$ cat src/rtl/io_port_hub.sv
// rtl/io_port_hub.sv - memory-mapped byte-stream channels, LED register and key port
module io_port_hub #(
  parameter logic [15:0] BASE       = 16'hFFA0,
  parameter int          CHANNELS   = 2,
  parameter int          FIFO_DEPTH = 8,
  parameter int          TIMEOUT    = 65535,
  parameter int          LED_W      = 4
) (
  input  logic                  clk,
  input  logic                  rst,
  input  logic [15:0]           addr,
  input  logic [7:0]            wr_data,
  input  logic                  wren,
  input  logic                  rd,
  output logic [7:0]            rd_data,
  output logic                  hit,
  input  logic [8*CHANNELS-1:0] rx_data,
  input  logic [CHANNELS-1:0]   rx_hit,
  output logic [8*CHANNELS-1:0] cmd_data,
  output logic [CHANNELS-1:0]   cmd_send,
  input  logic [CHANNELS-1:0]   cmd_sent,
  input  logic [CHANNELS-1:0]   cmd_err,
  input  logic [1:0]            keys,
  output logic [LED_W-1:0]      led
);

  localparam int AW   = (FIFO_DEPTH > 1) ? $clog2(FIFO_DEPTH) : 1;
  localparam int NREG = 4 * CHANNELS + 2;

  typedef enum logic {S_IDLE, S_SEND} cmd_state_e;

  logic [15:0] offset;
  logic [7:0]  head_w   [CHANNELS];
  logic [7:0]  status_w [CHANNELS];
  logic [7:0]  cmd_w    [CHANNELS];
  logic [7:0]  count_w  [CHANNELS];
  logic [LED_W-1:0] led_q;
  logic [7:0]  led_rd;
  logic        led_wr;

  // Offset wraps for addresses below BASE, so the lower bound is checked explicitly.
  assign offset = addr - BASE;
  assign hit    = (addr >= BASE) && (offset < 16'(NREG));
  assign led_wr = hit && wren && (offset == 16'(4 * CHANNELS));
  assign led    = led_q;

  for (genvar c = 0; c < CHANNELS; c++) begin : g_ch
    logic [7:0]    mem_q [FIFO_DEPTH];
    logic [AW-1:0] wr_ptr_q, wr_ptr_d, rd_ptr_q, rd_ptr_d;
    logic [4:0]    level_q, level_d;
    logic          ovf_q, ovf_d;
    logic [7:0]    count_q, count_d;
    cmd_state_e    state_q;
    logic          send_q, cerr_q;
    logic [7:0]    cmd_q;
    logic [15:0]   wdog_q;
    logic          ch_sel, empty, full, pop, push, st_wr, cmd_wr;

    assign ch_sel = hit && (offset[15:2] == 14'(c));
    assign empty  = (level_q == 5'd0);
    assign full   = (level_q == 5'(FIFO_DEPTH));
    assign pop    = ch_sel && (offset[1:0] == 2'd0) && rd && !empty;
    // A full FIFO still accepts a byte when the head leaves in the same cycle.
    assign push   = rx_hit[c] && (!full || pop);
    assign st_wr  = ch_sel && (offset[1:0] == 2'd1) && wren;
    assign cmd_wr = ch_sel && (offset[1:0] == 2'd2) && wren;

    // Next-state for FIFO pointers, fill level, sticky overflow and receive counter.
    always_comb begin
      wr_ptr_d = wr_ptr_q + AW'(push);
      rd_ptr_d = rd_ptr_q + AW'(pop);
      level_d  = level_q + 5'(push) - 5'(pop);
      ovf_d    = ovf_q;
      if (st_wr && wr_data[6]) ovf_d = 1'b0;
      if (rx_hit[c] && full && !pop) ovf_d = 1'b1;
      count_d  = count_q + 8'(rx_hit[c]);
    end

    // FIFO bookkeeping registers.
    always_ff @(posedge clk or posedge rst) begin
      if (rst) begin
        wr_ptr_q <= '0;
        rd_ptr_q <= '0;
        level_q  <= '0;
        ovf_q    <= 1'b0;
        count_q  <= '0;
      end else begin
        wr_ptr_q <= wr_ptr_d;
        rd_ptr_q <= rd_ptr_d;
        level_q  <= level_d;
        ovf_q    <= ovf_d;
        count_q  <= count_d;
      end
    end

    // FIFO storage; contents are don't-care while the level says empty.
    always_ff @(posedge clk) begin
      if (push) mem_q[wr_ptr_q] <= rx_data[8*c +: 8];
    end

    // Command send FSM with watchdog; error and timeout take priority over done.
    always_ff @(posedge clk or posedge rst) begin
      if (rst) begin
        state_q <= S_IDLE;
        send_q  <= 1'b0;
        cerr_q  <= 1'b0;
        cmd_q   <= '0;
        wdog_q  <= '0;
      end else begin
        if (st_wr && wr_data[5]) cerr_q <= 1'b0;
        case (state_q)
          S_IDLE: begin
            if (cmd_wr) begin
              cmd_q   <= wr_data;
              send_q  <= 1'b1;
              wdog_q  <= '0;
              state_q <= S_SEND;
            end
          end
          S_SEND: begin
            if (cmd_err[c] || (wdog_q == 16'(TIMEOUT - 1))) begin
              cerr_q  <= 1'b1;
              send_q  <= 1'b0;
              state_q <= S_IDLE;
            end else if (cmd_sent[c]) begin
              send_q  <= 1'b0;
              state_q <= S_IDLE;
            end else begin
              wdog_q  <= wdog_q + 16'd1;
            end
          end
          default: begin
            send_q  <= 1'b0;
            state_q <= S_IDLE;
          end
        endcase
      end
    end

    assign head_w[c]           = empty ? 8'h00 : mem_q[rd_ptr_q];
    assign status_w[c]         = {send_q, ovf_q, cerr_q, level_q};
    assign cmd_w[c]            = cmd_q;
    assign count_w[c]          = count_q;
    assign cmd_data[8*c +: 8]  = cmd_q;
    assign cmd_send[c]         = send_q;
  end

  // LED output register.
  always_ff @(posedge clk or posedge rst) begin
    if (rst) begin
      led_q <= '0;
    end else if (led_wr) begin
      led_q <= wr_data[LED_W-1:0];
    end
  end

  // Zero-extend the LED register to a full byte for the read path.
  always_comb begin
    led_rd               = '0;
    led_rd[LED_W-1:0]    = led_q;
  end

  // Combinational read mux over all channel and global registers.
  always_comb begin
    rd_data = 8'h00;
    if (hit) begin
      if (offset == 16'(4 * CHANNELS)) begin
        rd_data = led_rd;
      end else if (offset == 16'(4 * CHANNELS + 1)) begin
        rd_data = {6'b0, ~keys};
      end else begin
        for (int c = 0; c < CHANNELS; c++) begin
          if (offset[15:2] == 14'(c)) begin
            case (offset[1:0])
              2'd0:    rd_data = head_w[c];
              2'd1:    rd_data = status_w[c];
              2'd2:    rd_data = cmd_w[c];
              default: rd_data = count_w[c];
            endcase
          end
        end
      end
    end
  end

endmodule
$ cat config.mk
export PLATFORM = sky130hd
export DESIGN_NAME = io_port_hub
export DESIGN_NICKNAME = d
export VERILOG_FILES = /design/src/rtl/io_port_hub.sv
export SDC_FILE = /design/constraint.sdc
export NUM_CORES = 1
export LEC_CHECK = 0
export BUFFER_PORTS_ARGS = -buffer_cell sky130_fd_sc_hd__buf_2
export CAP_MARGIN = 10
export CORE_MARGIN = 10
export CORE_UTILIZATION = 60
export DETAILED_ROUTE_END_ITERATION = 7
export GPL_TIMING_DRIVEN = 1
export PLACE_DENSITY = 0.8
export SETUP_SLACK_MARGIN = 0.3
export SLEW_MARGIN = 40
export SYNTH_ARGS = -nofsm -noshare
export SYNTH_HDL_FRONTEND = slang
export SYNTH_SLANG_ARGS = --single-unit
$ cat constraint.sdc
create_clock -name clk -period 4.3 [get_ports clk]
set_clock_uncertainty 0.15 [all_clocks]
set_input_delay 0.215 -clock clk [delete_from_list [all_inputs] [get_ports clk]]
set_output_delay 0.215 -clock clk [all_outputs]
set_load 0.1 [all_outputs]
==> PnR_summary.wiki, run 1 <==
{| class="wikitable"
! Metric !! Value
|-
| Synthesized Nets || 868
|-
| Post-Route Hold Slack || 0.0573 ns
|-
| Fraction of layout cells with a size suffix above 1 || 0.231
|-
| Mean number of vias per cell || 6.49
|-
| Number of placed instances, taps included || 1070
|-
| Part of the Yosys area used for sequential elements || 0.593
|-
| Simple logic cell fraction of the synthesized area || 0.143
|-
| Total Negative Setup Slacks || 0 ns
|-
| Port bufs || slightly above 80
|-
| WL/cell || 23.3 um
|-
| Clock input transition at the sequential cells of the worst setup and hold paths || 0.06 ns
|-
| Top library cells by usage in the layout, fill and taps aside || sky130_fd_sc_hd__edfxtp_1, sky130_fd_sc_hd__dfrtp_1, sky130_fd_sc_hd__buf_2
|-
| Largest family of logic cells by synthesized area || simple AND/OR/NAND/NOR gates
|-
| Layout Area Growth over Synthesis || 17.6%
|-
| Setup slack, reg-to-reg || 0.87 ns
|-
| Final Hold Fails || 0
|-
| Most common cell after layout, fill and taps aside || sky130_fd_sc_hd__edfxtp_1
|-
| Minimum clock period || 3.58 ns
|-
| TritonCTS clock tree || done
|-
| Multi-input combinational cell area || 4120 sq um
|-
| Post-detailed-route count of antenna-violating nets || 0
|-
| Number of setup violations in the final report || 0
|-
| Combined flip-flop and latch cell area || ~6300 sq um
|-
| Arrival @ worst endpoint || 3.86 ns
|-
| Number of distinct standard cells referenced by the synthesized netlist || 67
|-
| Areal power density over the cells || 478 nW/um^2
|-
| Buffer type at the clock tree root || sky130_fd_sc_hd__clkbuf_16
|-
| Synthesized-area fraction occupied by ao, oa, aoi and oai cells || 0.0607
|-
| Source-to-sink clock delay at the later pin of the worst-skew pair || between 0.5 and 0.6 ns
|-
| Biggest fanout along the worst timing path || 11
|-
| Setup Fix Bufs, Post-CTS || 0
|-
| Internal Dissipation || 0.00430 W
|-
| CP peak stage delay || 0.50 ns
|-
| Worst-Margin Slew || 0.790 ns
|-
| Die W || ~150 um
|-
| Normalized max-slew margin || 0.473
|-
| Reg power frac || 0.485
|-
| Switching pwr || 0.00167 W
|-
| Arithmetic-cell share of the synthesized area counting full adders, half adders and majority gates || 0.0415
|-
| Count of nets after finishing || 993
|-
| Routed wire length || 26700 um
|-
| Type of the worst min-delay path || in2reg
|-
| Highest clock rate || about 280 MHz
|-
| Starting Density || 0.612
|-
| Buffer and inverter count on the worst path || 3
|-
| Gate Count Post-Synth || 782
|-
| Result of the run || completed
|-
| Number of remaining DRC errors || 0
|-
| Wire length of the first global-routing pass || approximately 42000 um
|-
| Synth Area in XOR/XNOR || 0.0419
|-
| Worst-case vdd ir drop || 0.308 mV
|-
| Cell family contributing the most delay on the critical path || adder cells
|-
| Largest net degree at the start of global routing || between 60 and 70
|-
| Worst endpoint required time || roughly 4.6 ns
|-
| Total global-route track usage || 0.223
|-
| Post-synthesis register bit count || 226
|-
| Number of synthesis warnings || 0
|-
| Cell row count || 48
|-
| Cell-by-cell trace of the critical path || buf_2 -> inv_1 -> ha_1 -> xnor2_2 -> nor4b_4 -> nand4_4 -> o311a_1 -> nand2b_1 -> ha_1 -> inv_1 -> ha_1 -> fa_1 -> a21oi_1 -> nor2_1 -> nor2_1 -> xnor2_1
|-
| Master of the slowest instance on the critical path || sky130_fd_sc_hd__nor4b_4
|-
| Cell repeated most along the worst path || sky130_fd_sc_hd__ha_1
|-
| Pre-CTS setup slack || 0.275 ns
|-
| Full die area || roughly 23000 sq um
|-
| Synthesized cell area || 10600 sq um
|-
| Proportion of register bits with asynchronous set or reset after synthesis || 0.434
|-
| Via count || 7459
|-
| Core outline area || around 17000 sq um
|-
| Max Transition Viols Final || 0
|-
| CP Launch Type || input pin
|-
| Final period utilization || 0.832
|-
| Leak Pwr || 4.97 nW
|-
| Number of buffers created by CTS || 25
|-
| Htree depth || 1
|-
| Critical path type || in2reg
|-
| Number of gates resized after cts || 0
|-
| Clk sink count || 226
|-
| Per-instance average area after synthesis || ~14 sq um
|-
| Layout Cells excl Fill || 1150
|-
| Crit. End Element || flop
|-
| Longest Clk Path Bufs || 3
|-
| Post-detailed-placement half-perimeter wirelength || 18200 um
|-
| DR pass1 iterations || 5
|-
| Height of the die || about 150 um
|-
| Most used flip-flop cell after synthesis || sky130_fd_sc_hd__edfxtp_1
|-
| First-iteration detailed-routing DRC count || 647
|-
| Post-synth top area share || 0.362
|-
| FILL cells || about 1100
|-
| Routability congestion estimate || 0.909
|-
| RSZ-0062 raised after global routing || no
|-
| Cell area after placement || 11300 sq um
|-
| Overflow left after global routing || 0
|-
| Area leader, netlist || sky130_fd_sc_hd__edfxtp_1
|-
| Mux share of post-synthesis cell area || 0.0959
|-
| Antenna violations before repair || 0
|-
| Comb pwr share || 0.169
|-
| Number of flops mapped to enable cells by yosys || 128
|-
| Top cells by area, synth || sky130_fd_sc_hd__edfxtp_1, sky130_fd_sc_hd__dfrtp_1, sky130_fd_sc_hd__mux4_2, sky130_fd_sc_hd__ha_1, sky130_fd_sc_hd__xnor2_1
|-
| Minimum setup slack in the final design || just over 0.7 ns
|-
| Non-Filler Cell Area, Final || about 12000 sq um
|-
| Number of diodes added for antenna fixing || 0
|-
| Switching share of total power || 0.280
|-
| I/O pin count || 83
|-
| Number of global-route vias before repair || 7530
|-
| Clock power frac || 0.346
|-
| Maximum capacitance violations || 0
|}
power groups by stage:
stage	registers [W]	clock network [W]	logic (W)
5_1_grt	0.00292	0.00218	0.00110
6_report	0.00290	0.00207	0.00101
3_5_place_dp	0.00292	0	0.000944
4_1_cts	0.00289	0.00208	0.000999
2_1_floorplan	0.00282	0	0.000690
3_3_place_gp	0.00288	0	0.000881
Yosys cell counts (5+ instances only):
cell type	count
sky130_fd_sc_hd__edfxtp_1	128
sky130_fd_sc_hd__dfrtp_1	98
sky130_fd_sc_hd__nand2_1	54
sky130_fd_sc_hd__nor2_1	54
sky130_fd_sc_hd__xnor2_1	34
sky130_fd_sc_hd__ha_1	32
sky130_fd_sc_hd__mux4_2	32
sky130_fd_sc_hd__nand4_1	29
sky130_fd_sc_hd__clkbuf_1	26
sky130_fd_sc_hd__nand3_1	24
sky130_fd_sc_hd__a21oi_1	19
sky130_fd_sc_hd__inv_1	19
sky130_fd_sc_hd__xor2_1	15
sky130_fd_sc_hd__mux2i_1	14
sky130_fd_sc_hd__nor4_1	14
sky130_fd_sc_hd__o21ai_0	14
sky130_fd_sc_hd__mux2_2	12
sky130_fd_sc_hd__nor3_1	10
sky130_fd_sc_hd__o22ai_1	9
sky130_fd_sc_hd__and4_1	8
sky130_fd_sc_hd__buf_2	8
sky130_fd_sc_hd__nor2b_1	8
sky130_fd_sc_hd__o31ai_1	8
sky130_fd_sc_hd__and3_1	7
sky130_fd_sc_hd__nand2b_1	7
sky130_fd_sc_hd__o211ai_1	7
sky130_fd_sc_hd__a21o_1	6
sky130_fd_sc_hd__buf_4	5
repair_timing:
action                                  4_1_cts  5_1_grt
hold buffers                                 34        0
endpoints found under the setup margin        0        0
endpoints found under the hold margin       220        0
flip-flops by register name, indices dropped and copies added, names as in the netlist:
register,flops
g_ch.cmd_q,16
led,4
g_ch.wr_ptr_q,6
g_ch.count_q,16
g_ch.wdog_q,32
g_ch.level_q,10
g_ch.cerr_q,2
g_ch.rd_ptr_q,6
g_ch.mem_q,128
g_ch.state_q,2
g_ch.send_q,2
g_ch.ovf_q,2
logic make-up after synthesis:
kind of cell,after synthesis
buffers and inverters,60
XOR/XNOR,50
AO/OA/AOI/OAI,94
multiplexers,60
adder cells (fa/ha/maj),34
flip-flops,226
AND/OR/NAND/NOR,258
stage by stage:
| stage | util | total power, W |
|---|---|---|
| final | 0.720 | 0.00597 |
| after global routing | 0.720 | 0.00621 |
| after CTS | 0.719 | 0.00597 |
| after detailed placement | 0.654 | 0.00386 |
| after global placement | 0.653 | 0.00376 |
| after floorplan | - | 0.00351 |
worst min-delay path, stage by stage:
cell and delay [ns]:
sky130_fd_sc_hd__buf_2 0.18, sky130_fd_sc_hd__nand4_4 0.13, sky130_fd_sc_hd__o21ai_0 0.09, sky130_fd_sc_hd__nand2_1 0.06
final cells by class:
cell class	instances	share of cell area
clock buffers	29	0.0529
multi-input cells	496	0.330
repair buffers	139	0.0742
clock inverters	16	0.0106
flip-flops and latches	226	0.504
well taps	225	0.0225
inverters	19	0.00611
per-layer routing:
layer / GRT usage / part of all wire / vias to the layer above
met5: 0 / 0 / -
met1: 0.306 / 0.41 / 3717
li1: - / - / 3246
met2: 0.353 / 0.47 / 439
met3: 0.0469 / 0.10 / 57
met4: 0.0627 / 0.022 / 0
final timing paths:
check                                        startpoint                              to  cells after the start
setup / recovery                                addr[5]    g_ch[1].level_q[4]$_DFF_PP0_                     16
hold / removal                                  addr[5]        g_ch[1].cerr_q$_DFF_PP0_                      4
setup reg to reg           g_ch[0].level_q[2]$_DFF_PP0_    g_ch[0].level_q[4]$_DFF_PP0_                     12
hold reg to reg            g_ch[1].count_q[7]$_DFF_PP0_    g_ch[1].count_q[7]$_DFF_PP0_                      1
max in group asynchronous                           rst  g_ch[1].wdog_q[11]$_DFFE_PP0P_                      4
min in group asynchronous                           rst      g_ch[0].send_q$_DFFE_PP0P_                      3
Note: power is estimated with default switching activity, not from simulation.
==> run 2, diff against run 1 <==
--- a/config.mk
+++ b/config.mk
@@ -8,10 +8,10 @@
 export BUFFER_PORTS_ARGS = -buffer_cell sky130_fd_sc_hd__buf_2
 export CAP_MARGIN = 10
 export CORE_MARGIN = 10
-export CORE_UTILIZATION = 60
+export CORE_UTILIZATION = 54
 export DETAILED_ROUTE_END_ITERATION = 7
 export GPL_TIMING_DRIVEN = 1
-export PLACE_DENSITY = 0.8
+export PLACE_DENSITY = 0.76
 export SETUP_SLACK_MARGIN = 0.3
 export SLEW_MARGIN = 40
 export SYNTH_ARGS = -nofsm -noshare
==> constraint.sdc (replaced) <==
create_clock -name clk -period 2.95 [get_ports clk]
set_clock_uncertainty 0.15 [all_clocks]
set_input_delay 0.1475 -clock clk [delete_from_list [all_inputs] [get_ports clk]]
set_output_delay 0.1475 -clock clk [all_outputs]
set_load 0.1 [all_outputs]
==> run 2 against run 1 <==
  * The run now ends with setup timing left
  * Hold slack got worse by 0.041 ns
  * Global-route usage fell by 1.0 points
  * Design area rose by 12%
  * Routed wire length rose by 9.0%
  * Sequential power rose by 46%
  * Largest cell class unchanged
==> PnR_summary.wiki, run 2 (synthesis gave the netlist of run 1 again) <==
{| class="wikitable"
! Metric !! Value
|-
| Starting Density || 0.548
|-
| Number of diodes added for antenna fixing || 0
|-
| Minimum clock period || roughly 3 ns
|-
| Number of buffers created by CTS || 24
|-
| Layout Area Growth over Synthesis || 31.7%
|-
| Full die area || 25700 sq um
|-
| Crit. End Element || primary output
|-
| Largest net degree at the start of global routing || 38
|-
| Result of the run || finished with violations
|-
| Buffer type at the clock tree root || sky130_fd_sc_hd__clkbuf_16
|-
| Htree depth || 1
|-
| Failing checks || setup timing
|-
| Pre-CTS setup slack || -0.252 ns
|-
| Post-Route Hold Slack || 0.0167 ns
|-
| RSZ-0062 raised after global routing || yes
|-
| Post-detailed-placement half-perimeter wirelength || 18200 um
|-
| Number of remaining DRC errors || 0
|-
| Source-to-sink clock delay at the later pin of the worst-skew pair || 0.52 ns
|-
| Number of placed instances, taps included || 1165
|-
| Arrival @ worst endpoint || 2.67 ns
|-
| Fraction of layout cells with a size suffix above 1 || 0.354
|-
| Registers with the most flip-flops || g_ch.mem_q x128, g_ch.wdog_q x32
|-
| Critical path type || reg2out
|-
| Final Hold Fails || 0
|-
| Cell row count || 51
|-
| First-iteration detailed-routing DRC count || 661
|-
| Top library cells by usage in the layout, fill and taps aside || sky130_fd_sc_hd__edfxtp_1, sky130_fd_sc_hd__buf_4, sky130_fd_sc_hd__dfrtp_1
|-
| Count of nets after finishing || 1079
|-
| Normalized max-slew margin || 0.543
|-
| Clock input transition at the sequential cells of the worst setup and hold paths || about 0.060 ns
|-
| Worst-Margin Slew || 0.686 ns
|-
| Biggest fanout along the worst timing path || 6
|-
| Max Transition Viols Final || 0
|-
| Port bufs || between 80 and 90
|-
| Total global-route track usage || 0.213
|-
| Clk sink count || 226
|-
| Areal power density over the cells || between 600 and 700 nW/um^2
|-
| TritonCTS clock tree || done
|-
| Worst-case vdd ir drop || 0.498 mV
|-
| Worst endpoint required time || between 2 and 3 ns
|-
| Mean number of vias per cell || between 6 and 7
|-
| DR pass1 iterations || 6
|-
| Highest clock rate || 337 MHz
|-
| WL/cell || 22.9 um
|-
| Longest Clk Path Bufs || 3
|-
| CP Launch Type || flop
|-
| Post-detailed-route count of antenna-violating nets || 0
|-
| I/O pin count || 83
|-
| Most flop-heavy register || g_ch.mem_q
|-
| Height of the die || 160 um
|-
| Number of global-route vias before repair || 7855
|-
| Layout Cells excl Fill || 1276
|-
| Cell area after placement || 12200 sq um
|-
| Routability congestion estimate || 0.878
|-
| Most common cell after layout, fill and taps aside || sky130_fd_sc_hd__edfxtp_1
|-
| Overflow left after global routing || 0
|-
| Number of flip-flops under the largest register name || between 100 and 150
|-
| Die W || 160 um
|-
| Antenna violations before repair || 0
|-
| Type of the worst min-delay path || in2async
|-
| Total Negative Setup Slacks || -0.0136 ns
|-
| Final period utilization || 1.00
|-
| Leak Pwr || around 5.6 nW
|-
| Wire length of the first global-routing pass || 44100 um
|-
| Non-Filler Cell Area, Final || 14000 sq um
|-
| Via count || 7697
|-
| Number of setup violations in the final report || 1
|-
| Minimum setup slack in the final design || -0.0136 ns
|-
| Maximum capacitance violations || 0
|-
| Routed wire length || between 20000 and 30000 um
|-
| Core outline area || 19400 sq um
|}
==> run 2: cell types whose count changed in the layout (fill, tap and decap cells not counted), sizes merged <==
cell / change
clkbuf: +4
bufinv: +3
buf: +86
clkinv: -8
clkinvlp: +1
==> run 2: cell type report <==
class	count	area (sq um)
clock buffers	32	713
clock inverters	12	198
well taps	265	332
multi-input cells	496	4500
fillers	1209	5410
flip-flops and latches	226	6300
repair buffers	226	1860
inverters	19	86.3
==> run 2: final timing paths <==
kind                                                from                            to  slack (ns)  depth (start not counted)
max                        g_ch[0].rd_ptr_q[0]$_DFF_PP0_                    rd_data[1]       -0.01                          7
min                                                  rst    g_ch[0].send_q$_DFFE_PP0P_        0.02                          3
max reg2reg                 g_ch[0].level_q[2]$_DFF_PP0_  g_ch[0].level_q[4]$_DFF_PP0_        0.13                         12
min reg2reg                 g_ch[0].count_q[7]$_DFF_PP0_  g_ch[0].count_q[7]$_DFF_PP0_        0.33                          1
max in group asynchronous                            rst  g_ch[1].cmd_q[1]$_DFFE_PP0P_        1.81                          5
min in group clk                                 addr[4]     g_ch[1].ovf_q$_DFFE_PP0P_        0.12                          6
==> run 2: metrics by stage <==
step | total power, W | util
2_1_floorplan | 0.00526 | -
3_3_place_gp | 0.00579 | 0.628
3_5_place_dp | 0.00587 | 0.628
4_1_cts | 0.00944 | 0.709
5_1_grt | 0.0100 | 0.721
6_report | 0.00965 | 0.721
==> run 2: timing repair <==
item | in CTS | in global routing
cloned | 0 | 1
endpoints found under the setup margin | 12 | 12
pin swaps | 33 | 23
endpoints found under the hold margin | 189 | 0
gates resized for setup | 37 | 22
setup buffers | 21 | 10
hold buffers | 34 | 0
==> run 2: per-layer routing <==
layer,part of all wire,GRT usage
met4,0.021,0.0430
met2,0.48,0.347
met3,0.096,0.0442
met1,0.41,0.292
met5,0,0
==> run 2: where the power goes <==
| part | internal [W] | switching, W | total, W |
|---|---|---|---|
| clock network | 0.00214 | 0.00125 | 0.00340 |
| registers | 0.00386 | 0.000373 | 0.00423 |
| logic | 0.000975 | 0.00105 | 0.00202 |
| total | 0.00698 | 0.00267 | 0.00965 |
==> run 2: worst max-delay path: stages, from the launching register on <==
cell	delay, ns
sky130_fd_sc_hd__dfrtp_2	0.47
sky130_fd_sc_hd__clkbuf_16	0.19
sky130_fd_sc_hd__mux4_2	0.34
sky130_fd_sc_hd__nand4_1	0.10
sky130_fd_sc_hd__nand4_1	0.19
sky130_fd_sc_hd__nand4_1	0.15
sky130_fd_sc_hd__a2111oi_4	0.48
sky130_fd_sc_hd__buf_12	0.22
